### src/rtl/vpu_pkg.sv
// Shared VPU types and default widths used by the scratchpad and the VPU top.
package vpu_pkg;

  typedef enum logic [1:0] {
    IDLE     = 2'd0,
    RD_BURST = 2'd1,
    WR_BURST = 2'd2
  } spad_state_t;

  localparam int VPU_DATA_W = 32;
  localparam int VPU_ADDR_W = 16;
  localparam int VPU_M      = 4;

endpackage

### src/rtl/vpu_spad_ram.sv
// Scratchpad storage: one write port, two registered read ports, no reset.
module vpu_spad_ram #(
  parameter int DATA_W = 32,
  parameter int DEPTH  = 32,
  parameter int IDX_W  = $clog2(DEPTH)
) (
  input  logic              clk,
  input  logic              we,
  input  logic [IDX_W-1:0]  waddr,
  input  logic [DATA_W-1:0] wdata,
  input  logic [IDX_W-1:0]  raddr_a,
  input  logic [IDX_W-1:0]  raddr_b,
  output logic [DATA_W-1:0] rdata_a,
  output logic [DATA_W-1:0] rdata_b
);

  logic [DATA_W-1:0] mem [DEPTH];

  // Reads sample the array before this edge's write lands: no forwarding.
  always_ff @(posedge clk) begin
    if (we) mem[waddr] <= wdata;
    rdata_a <= mem[raddr_a];
    rdata_b <= mem[raddr_b];
  end

endmodule

### src/rtl/vpu_spad.sv
// VPU scratchpad: burst read lanes A/B, burst write lane C, idle-time host port.
// Optional range checking with sticky err is enabled by defining VPU_SPAD_ERR_EN.
//
// state    | meaning
// IDLE     | ready for a VPU burst; host port usable when no VPU request
// RD_BURST | presenting read beats 0..M-1 on lanes A/B
// WR_BURST | absorbing write beats 1..M-1 on lane C, stalls on ~wr_valid
module vpu_spad
  import vpu_pkg::*;
#(
  parameter int DATA_W = VPU_DATA_W,
  parameter int ADDR_W = VPU_ADDR_W,
  parameter int DEPTH  = 32,
  parameter int M      = VPU_M
) (
  input  logic              clk,
  input  logic              rst,
  input  logic              rd_req,
  input  logic              wr_req,
  input  logic [ADDR_W-1:0] addr_a,
  input  logic [ADDR_W-1:0] addr_b,
  input  logic [ADDR_W-1:0] addr_c,
  input  logic [DATA_W-1:0] data_c,
  input  logic              wr_valid,
  output logic              mem_rdy,
  output logic              mem_valid,
  output logic [DATA_W-1:0] data_a,
  output logic [DATA_W-1:0] data_b,
  input  logic              host_we,
  input  logic              host_re,
  input  logic [ADDR_W-1:0] host_addr,
  input  logic [DATA_W-1:0] host_wdata,
  output logic              host_rdy,
  output logic              host_rvalid,
  output logic [DATA_W-1:0] host_rdata,
  output logic              err
);

  localparam int IDX_W  = $clog2(DEPTH);
  localparam int BEAT_W = (M > 1) ? $clog2(M) : 1;
  localparam logic [BEAT_W-1:0] BEAT_LAST = BEAT_W'(M - 1);

  spad_state_t       state, state_nxt;
  logic [BEAT_W-1:0] beat, beat_nxt;
  logic [ADDR_W-1:0] base_a, base_b, base_c;
  logic              rd_bad_a, rd_bad_b, wr_bad, host_bad_q, host_rvalid_q, err_q;

  logic              bad_a, bad_b, bad_c, bad_h;
  logic              accept_rd, accept_wr, host_go, err_set;
  logic              vpu_we, ram_we;
  logic [ADDR_W-1:0] wr_addr, rd_addr_a, rd_addr_b;
  logic [DATA_W-1:0] wr_data, q_a, q_b;

`ifdef VPU_SPAD_ERR_EN
  assign bad_a = (addr_a    >> IDX_W) != '0;
  assign bad_b = (addr_b    >> IDX_W) != '0;
  assign bad_c = (addr_c    >> IDX_W) != '0;
  assign bad_h = (host_addr >> IDX_W) != '0;
`else
  assign bad_a = 1'b0;
  assign bad_b = 1'b0;
  assign bad_c = 1'b0;
  assign bad_h = 1'b0;
`endif

  assign mem_rdy   = (state == IDLE) & ~rst;
  assign host_rdy  = mem_rdy & ~rd_req & ~wr_req;
  assign host_go   = host_rdy & (host_we | host_re);
  assign accept_wr = mem_rdy & wr_req;
  assign accept_rd = mem_rdy & ~wr_req & rd_req;
  assign err_set   = (accept_rd & (bad_a | bad_b)) | (accept_wr & bad_c) | (host_go & bad_h);

  always_comb begin
    state_nxt = state;
    beat_nxt  = beat;
    vpu_we    = 1'b0;
    wr_addr   = base_c + ADDR_W'(beat);
    wr_data   = data_c;
    rd_addr_a = host_addr;
    rd_addr_b = addr_b;
    case (state)
      IDLE: begin
        if (wr_req) begin
          vpu_we    = ~bad_c;
          wr_addr   = addr_c;
          state_nxt = (M == 1) ? IDLE : WR_BURST;
          beat_nxt  = (M == 1) ? '0 : BEAT_W'(1);
        end else begin
          wr_addr = host_addr;
          wr_data = host_wdata;
          if (rd_req) begin
            rd_addr_a = addr_a;
            state_nxt = RD_BURST;
            beat_nxt  = '0;
          end
        end
      end
      RD_BURST: begin
        // Prefetch the next beat so it is registered for the following cycle.
        rd_addr_a = base_a + ADDR_W'(beat) + ADDR_W'(1);
        rd_addr_b = base_b + ADDR_W'(beat) + ADDR_W'(1);
        if (beat == BEAT_LAST) begin
          state_nxt = IDLE;
          beat_nxt  = '0;
        end else begin
          beat_nxt = beat + BEAT_W'(1);
        end
      end
      WR_BURST: begin
        if (wr_valid) begin
          vpu_we = ~wr_bad;
          if (beat == BEAT_LAST) begin
            state_nxt = IDLE;
            beat_nxt  = '0;
          end else begin
            beat_nxt = beat + BEAT_W'(1);
          end
        end
      end
      default: state_nxt = IDLE;
    endcase
  end

  assign ram_we = ~rst & (vpu_we | (host_rdy & host_we & ~bad_h));

  always_ff @(posedge clk) begin
    if (rst) begin
      state         <= IDLE;
      beat          <= '0;
      host_rvalid_q <= 1'b0;
      host_bad_q    <= 1'b0;
      err_q         <= 1'b0;
      rd_bad_a      <= 1'b0;
      rd_bad_b      <= 1'b0;
      wr_bad        <= 1'b0;
    end else begin
      state         <= state_nxt;
      beat          <= beat_nxt;
      host_rvalid_q <= host_rdy & host_re;
      host_bad_q    <= bad_h;
      err_q         <= err_q | err_set;
      if (accept_rd) begin
        rd_bad_a <= bad_a;
        rd_bad_b <= bad_b;
      end
      if (accept_wr) wr_bad <= bad_c;
    end
  end

  always_ff @(posedge clk) begin
    if (accept_rd) begin
      base_a <= addr_a;
      base_b <= addr_b;
    end
    if (accept_wr) base_c <= addr_c;
  end

  vpu_spad_ram #(
    .DATA_W (DATA_W),
    .DEPTH  (DEPTH),
    .IDX_W  (IDX_W)
  ) u_ram (
    .clk     (clk),
    .we      (ram_we),
    .waddr   (wr_addr[IDX_W-1:0]),
    .wdata   (wr_data),
    .raddr_a (rd_addr_a[IDX_W-1:0]),
    .raddr_b (rd_addr_b[IDX_W-1:0]),
    .rdata_a (q_a),
    .rdata_b (q_b)
  );

  // Upper address bits only matter for the range check.
  logic unused_hi;
  assign unused_hi = ^{wr_addr[ADDR_W-1:IDX_W], rd_addr_a[ADDR_W-1:IDX_W], rd_addr_b[ADDR_W-1:IDX_W]};

  assign mem_valid   = (state == RD_BURST);
  assign data_a      = (mem_valid & ~rd_bad_a) ? q_a : '0;
  assign data_b      = (mem_valid & ~rd_bad_b) ? q_b : '0;
  assign host_rvalid = host_rvalid_q;
  assign host_rdata  = (host_rvalid_q & ~host_bad_q) ? q_a : '0;
  assign err         = err_q;

endmodule

### config.mk
export PLATFORM = sky130hd
export DESIGN_NAME = vpu_spad
export DESIGN_NICKNAME = d
export VERILOG_FILES = /design/src/rtl/vpu_pkg.sv /design/src/rtl/vpu_spad_ram.sv /design/src/rtl/vpu_spad.sv
export SDC_FILE = /design/constraint.sdc
export NUM_CORES = 2
export LEC_CHECK = 0
export BUFFER_PORTS_ARGS = -buffer_cell sky130_fd_sc_hd__buf_2
export CAP_MARGIN = 40
export CORE_AREA = 2 2 351 353
export CTS_CLUSTER_DIAMETER = 150
export DETAILED_ROUTE_END_ITERATION = 10
export DIE_AREA = 0 0 353 355
export SLEW_MARGIN = 40
export SYNTH_ARGS = -nofsm -noshare
export SYNTH_HDL_FRONTEND = slang
export SYNTH_SLANG_ARGS = --single-unit
### constraint.sdc
create_clock -name clk -period 3.4 [get_ports clk]
set_input_delay 0.85 -clock clk [delete_from_list [all_inputs] [get_ports clk]]
set_output_delay 0.85 -clock clk [all_outputs]
set_load 0.005 [all_outputs]
Word-level counts from Yosys, hierarchy flattened
Memory sizes are Yosys's and may differ from the RTL's. A register that Yosys moved wholly into a read port is not among the register bits.
Index checks and enable logic that the tools add are counted.
W data, S select, Z words.
{ "classes": {"add_sub_neg": 6, "n_bitwise": 13, "eq_ne": 5, "mux": 26, "reduce_logical": 4} }
{ "ops": {"columns": ["operator", "count"], "rows": [
  ["$mux W32", 5],
  ["$mux W5", 5],
  ["$mux W2", 8],
  ["$add A5 B2 Y5", 3],
  ["$pmux W2 S3", 2],
  ["$add A5 B1 Y5 const B", 2],
  ["$pmux W5 S2", 1],
  ["$and A1 B1 Y1", 9],
  ["$eq A2 B2 Y1 const B", 2],
  ["$mux W1", 4],
  ["$ne A3 B3 Y1 const B", 1],
  ["$not A1 Y1", 3],
  ["$reduce_and A3 Y1", 1],
  ["$reduce_bool A3 Y1", 1],
  ["$add A2 B1 Y2 const B", 1],
  ["$eq A2 B1 Y1 const B", 1],
  ["$logic_not A2 Y1", 1],
  ["$ne A2 B2 Y1 const B", 1],
  ["$pmux W1 S2", 1],
  ["$reduce_and A2 Y1", 1],
  ["$or A1 B1 Y1", 1]
]} }
{ "totals": {"memories": 1, "output_inout_bits": 101, "mem_bits_rw": 1024, "regBits": 20} }
{ "mem_list": {"columns": ["name", "words", "width", "read_ports", "rd_ports_with_merged_regs", "wr", "line", "source"], "rows": [
  ["u_ram.mem", 32, 32, 2, 2, 1, "vpu_spad_ram.sv:17", "logic [DATA_W-1:0] mem [DEPTH];"]
]} }

Logic depth before layout (Yosys ltp)
{ "logic_depth": {"ltp_word": 9, "ltp_mapped": 15, "depth_no_buf": 11} }

Modules after synthesis
A second synthesis with hierarchy kept.
{ "hier_totals": {"hier_cells": 3731, "hier_area_um2": 52614.2} }
{ "modules_own_cells": {"columns": ["module", "cells_each", "area_per_inst_um2", "n_inst"], "rows": [
  ["vpu_spad_ram", 3450, 50070.5, 1],
  ["vpu_spad", 281, 2543.7, 1]
]} }

Worst setup path after synthesis
Ideal clock, no wire load.
{ "synth_timing": {"path_type": "flip-flop to flip-flop", "start": "register state[0]", "end": "memory u_ram.mem[25][0] (enable)", "setup_time_ps": 421, "arrival_ps": 3217, "setup_slack_ps": -238, "path_stages_with_launch": 11, "t_required_ps": 2979, "n_path_buf": 3, "cell_sequence": "dfxtp_1 -> inv_1 -> ha_1 -> buf_4 -> buf_2 -> buf_1 -> nor2_1 -> a21oi_1 -> and2_1 -> nand2_1 -> nor2_1"} }
{ "synth_between": {"elab_chain_len": 9, "word_cells_on_any_way": 12, "classes_between": "1 x eq/ne; 4 x mux; 6 x bitwise; 1 x reduce/logical"} }
{ "synth_lines": {"columns": ["element", "line", "source"], "rows": [
  ["from (decl)", "vpu_spad.sv:43", "spad_state_t state, state_nxt;"],
  ["from (signal assigned)", "vpu_spad.sv:137", "state <= state_nxt;"],
  ["$logic_not A2 Y1", "vpu_spad.sv:66, vpu_spad.sv:81", null],
  ["$and A1 B1 Y1", "vpu_spad.sv:66", "assign mem_rdy = (state == IDLE) & ~rst;"],
  ["$and A1 B1 Y1 (2 in a row)", "vpu_spad.sv:67", "assign host_rdy = mem_rdy & ~rd_req & ~wr_req;"],
  ["$and A1 B1 Y1", "vpu_spad.sv:124", "assign ram_we = ~rst & (vpu_we | (host_rdy & host_we & ~bad_h));"],
  ["$or A1 B1 Y1", "vpu_spad.sv:124", null],
  ["$and A1 B1 Y1", "vpu_spad.sv:124", null],
  ["$mux W1", "vpu_spad_ram.sv:21", "if (we) mem[waddr] <= wdata;"],
  ["$mux W1 (implied by the code)", "vpu_spad_ram.sv:21", null],
  ["to (decl)", "vpu_spad_ram.sv:17", null]
]} }
Parallel ways exist; a longest one is shown, timed or not.

Worst setup path after layout
{ "layout_timing": {"start": "register base_a[0]", "end": "register u_ram.rdata_a[25], read port of u_ram.mem"} }
{ "layout_between": {"elab_chain_len": 3} }
{ "layout_lines": {"columns": ["element", "line", "source"], "rows": [
  ["from (decl)", "vpu_spad.sv:45", "logic [ADDR_W-1:0] base_a, base_b, base_c;"],
  ["from (signal assigned)", "vpu_spad.sv:152", "base_a <= addr_a;"],
  ["$add A5 B2 Y5", "vpu_spad.sv:100", "rd_addr_a = base_a + ADDR_W'(beat) + ADDR_W'(1);"],
  ["$add A5 B1 Y5", "vpu_spad.sv:100", null],
  ["$pmux W5 S2", "vpu_spad.sv:81", "case (state)"],
  ["to (decl)", "vpu_spad_ram.sv:13", "output logic [DATA_W-1:0] rdata_a,"]
]} }
No other way between the ends.
A chain may end at the register's enable or synchronous reset.

==> out/metrics.cfg <==
[yosys]
synthArstFlopShare=0
avgSynthCellArea_um2=10.90
ys.warnings.count=0
syn-cell-area_um2=54250
synth.yosys.seq_area_share=0.6006
syn-instance-count=4975
synth_fp_nets=5123
ys_types=71
synth_ff_type=edfxtp_1
synth-edff-count=1039
yosys_register_bits=1108

[sta]
tightest_slew_ns=0.8653
fin_crit_sh=0.9776
hold_violations=0
slew_headroom=0.4232
drv_slew=0
hold_ws_ns=0.3099
fmax_ghz=0.3009
finClkSkew_ns=0.04577
rsz0062_at_grt=true
setup_violations=0
fin_crit_ns=3.324
tns_ns=0

[clock_network]
clk_pin_slew_ns=0.06
cts-root-buf=clkbuf_16
clock-sinks=1108
tritoncts=yes
clk_path_buf_depth=3
clock_latency_ns=0.75
h-tree-depth=3
ctsHoldBuffers=0
cts_made_buffers=118

[detailed_routing]
post_drt_wl_per_cell_um=30.03
dr_total_vias=45580
drc_errors=0
drt_iter0_markers=6648
antenna_left=0
viasPerCell=6.564
first_pass_iters=6
routed_wl_um=208500

[worst_setup_path]
required_ns=3.99
crit_fanout=15
cp.arrival_ns=3.91
worstSetupStartpointType=register
endpoint_kind=register
criticalPathCategory=register to register

[placement]
hpwl_um=122800
gp_congestion=0.9046
numPortBuffers=190

[global_route]
antenna_found_initial=6
grt_use_total=0.3193
overflow=0
first_global_vias=42590
grt_max_degree=85
grt_pass1_wl_um=293900

[floorplanning]
io_pins=236
dieArea_um2=125300
start_util=0.4469
die_y_um=355
die_w_um=353
num_rows=128
core_um2=121400

[power_and_ir_drop]
combPwrFrac=0.440
sequentialPowerShare=0.304
power_density_nw_per_um2=851.6
vdd_drop_max_mv=0.7345
power.internal_mw=33.75
p_leak_nw=23.56
switching_share=0.3905
clkPwrFrac=0.255
power.switching_mw=21.62

[hold_path]
hp-class=input pin to register

[job]
drv_cap=0

[outcome]
outcome=complete, no violations

[layout]
drive_above_1_share=0.1752
utilization=0.5357
nets=5360
area_growth_pct=19.86

[path summary, 6_finish.rpt]
path	slack (ns)	end	cells after the start	from
worst max register to register	0.08	u_ram.rdata_a[25]	14	base_a[0]
worst max-delay path	0.08	u_ram.rdata_a[25]	14	base_a[0]
worst min-delay path	0.31	base_c[1]	1	addr_c[1]
worst min register to register	0.49	state[1]	2	state[1]
[cell usage in the layout (no fill, tap or decap), types with 38 or more instances in the layout]
cell,synthesis,layout
a211oi_1,224,224
a21oi_1,48,45
a221oi_1,61,59
a311oi_1,222,222
a31oi_1,132,129
and2_1,130,130
and3_1,350,349
buf_12,0,133
buf_2,123,190
buf_4,14,245
clkbuf_16,0,125
dfxtp_1,69,69
edfxtp_1,1039,1039
mux2_2,60,59
nand2_1,1179,1177
nand3_1,451,449
nor2_4,1,38
o21ai_0,137,135
[logic make-up (layout without fill, tap and decap cells)]
logic type / after synthesis / count (layout) / share of synthesized area
buf+inv: 477 / 817 / 0.03766
simple gates: 2225 / 2225 / 0.1924
compound gates: 1032 / 1032 / 0.1420
flops: 1108 / 1108 / 0.6006
xor+xnor: 9 / 9 / 0.001453
other cells: 1 / 5 / 0.00006913
fa+ha+maj: 13 / 13 / 0.003413
mux: 110 / 110 / 0.02246
[cells in the mapped netlist (2+ instances only)]
library cell  number  area [um^2]
xnor2_1            5        43.79
nor2_1            51        191.4
o221ai_1          31        271.5
o31ai_1            2        15.01
edfxtp_1        1039        31200
clkbuf_1         281         1055
xor2_1             4        35.03
o211ai_1          31        232.7
nand2b_1           3        18.77
a32o_1             2        20.02
nor2b_1            7        43.79
nor4bb_1          29        290.3
a22oi_1           30        225.2
nor3_1             4        20.02
buf_2            123        615.6
o32ai_1           31        271.5
mux2i_1           16        160.2
a221oi_1          61        534.3
o21ai_0          137        685.7
a21oi_1           48        240.2
and3_1           350         2190
ha_1              10        125.1
a32oi_1           30        262.8
mux2_1            34        382.9
a311oi_1         222         1944
a21o_1            36        270.3
inv_1              9        33.78
buf_6              6        67.56
buf_1             42        157.7
mux2_2            60        675.7
a31oi_1          132        825.8
a211oi_1         224         1682
a31o_2             2        17.52
nand3_1          451         2257
nor3b_1            4        30.03
and2_1           130        813.3
a31oi_2            2        25.02
fa_1               3        60.06
buf_4             14        105.1
and4bb_1           2        25.02
nand2_1         1179         4425
dfxtp_1           69         1381
[sequential cells by signal, summed over array words and instances (netlist names)]
| signal | count |
|---|---|
| state | 2 |
| base_a | 5 |
| u_ram.rdata_b | 32 |
| base_c | 5 |
| host_rvalid | 1 |
| u_ram.mem | 1024 |
| beat | 2 |
| base_b | 5 |
| u_ram.rdata_a | 32 |
[cell type report]
class,instances,area [um^2]
inverters,10,37.54
clock inverters,55,924.6
fillers,10440,56370
clock buffers,168,3323
well taps,1625,2033
diodes,4,10.01
multi-input cells,3390,20330
flip-flops and latches,1108,32580
repair buffers,584,5783
[per-stage QoR]
| step | setup WS, ns | cells | instance area (um^2) | total power, mW |
|---|---|---|---|---|
| floorplan | -0.2380 | 4975 | 54270 | 29.20 |
| detailed placement | -0.2389 | 6701 | 60270 | 40.01 |
| CTS | 0.003955 | 6926 | 64640 | 54.27 |
| finish | 0.07615 | 6944 | 65030 | 55.37 |
| global placement | -0.2412 | 6701 | 60270 | 39.85 |
| global route | -0.03410 | 6940 | 65020 | 57.10 |
[power groups by stage]
stage	clock network [mW]	logic, mW	registers [mW]
global route	14.8	25.4	16.9
CTS	14.2	23.2	16.8
floorplan	0	12.3	16.9
finish	14.1	24.4	16.9
global placement	0	22.7	17.1
detailed placement	0	22.9	17.1
[metal layers]
layer	wire length, um	vias to the layer above	track usage
li1	-	19420	-
met1	81290	22310	0.4443
met2	92970	3313	0.4909
met3	25030	540	0.05867
met4	9202	2	0.1389
met5	10	-	0
[repair_timing]
| action | CTS | global route |
|---|---|---|
| gates cloned | 0 | 5 |
| resized for setup | 17 | 29 |
| pin swaps | 4 | 14 |
| setup buffers | 2 | 9 |
| setup endpoints to repair | 11 | 27 |
| hold endpoints to repair | 0 | 0 |
[critical path: stages, from the launching register on]
cell      delay (ns)
edfxtp_1        0.35
inv_1           0.06
ha_1            0.16
inv_1           0.07
fa_2            0.36
xor2_2          0.18
a32oi_4         0.21
buf_12          0.18
nand2_8         0.14
buf_12          0.22
nor2_4          0.15
buf_12          0.19
a221oi_1        0.10
o221ai_1        0.29
nor4bb_1        0.50
Note: power is estimated with default switching activity, not from simulation.
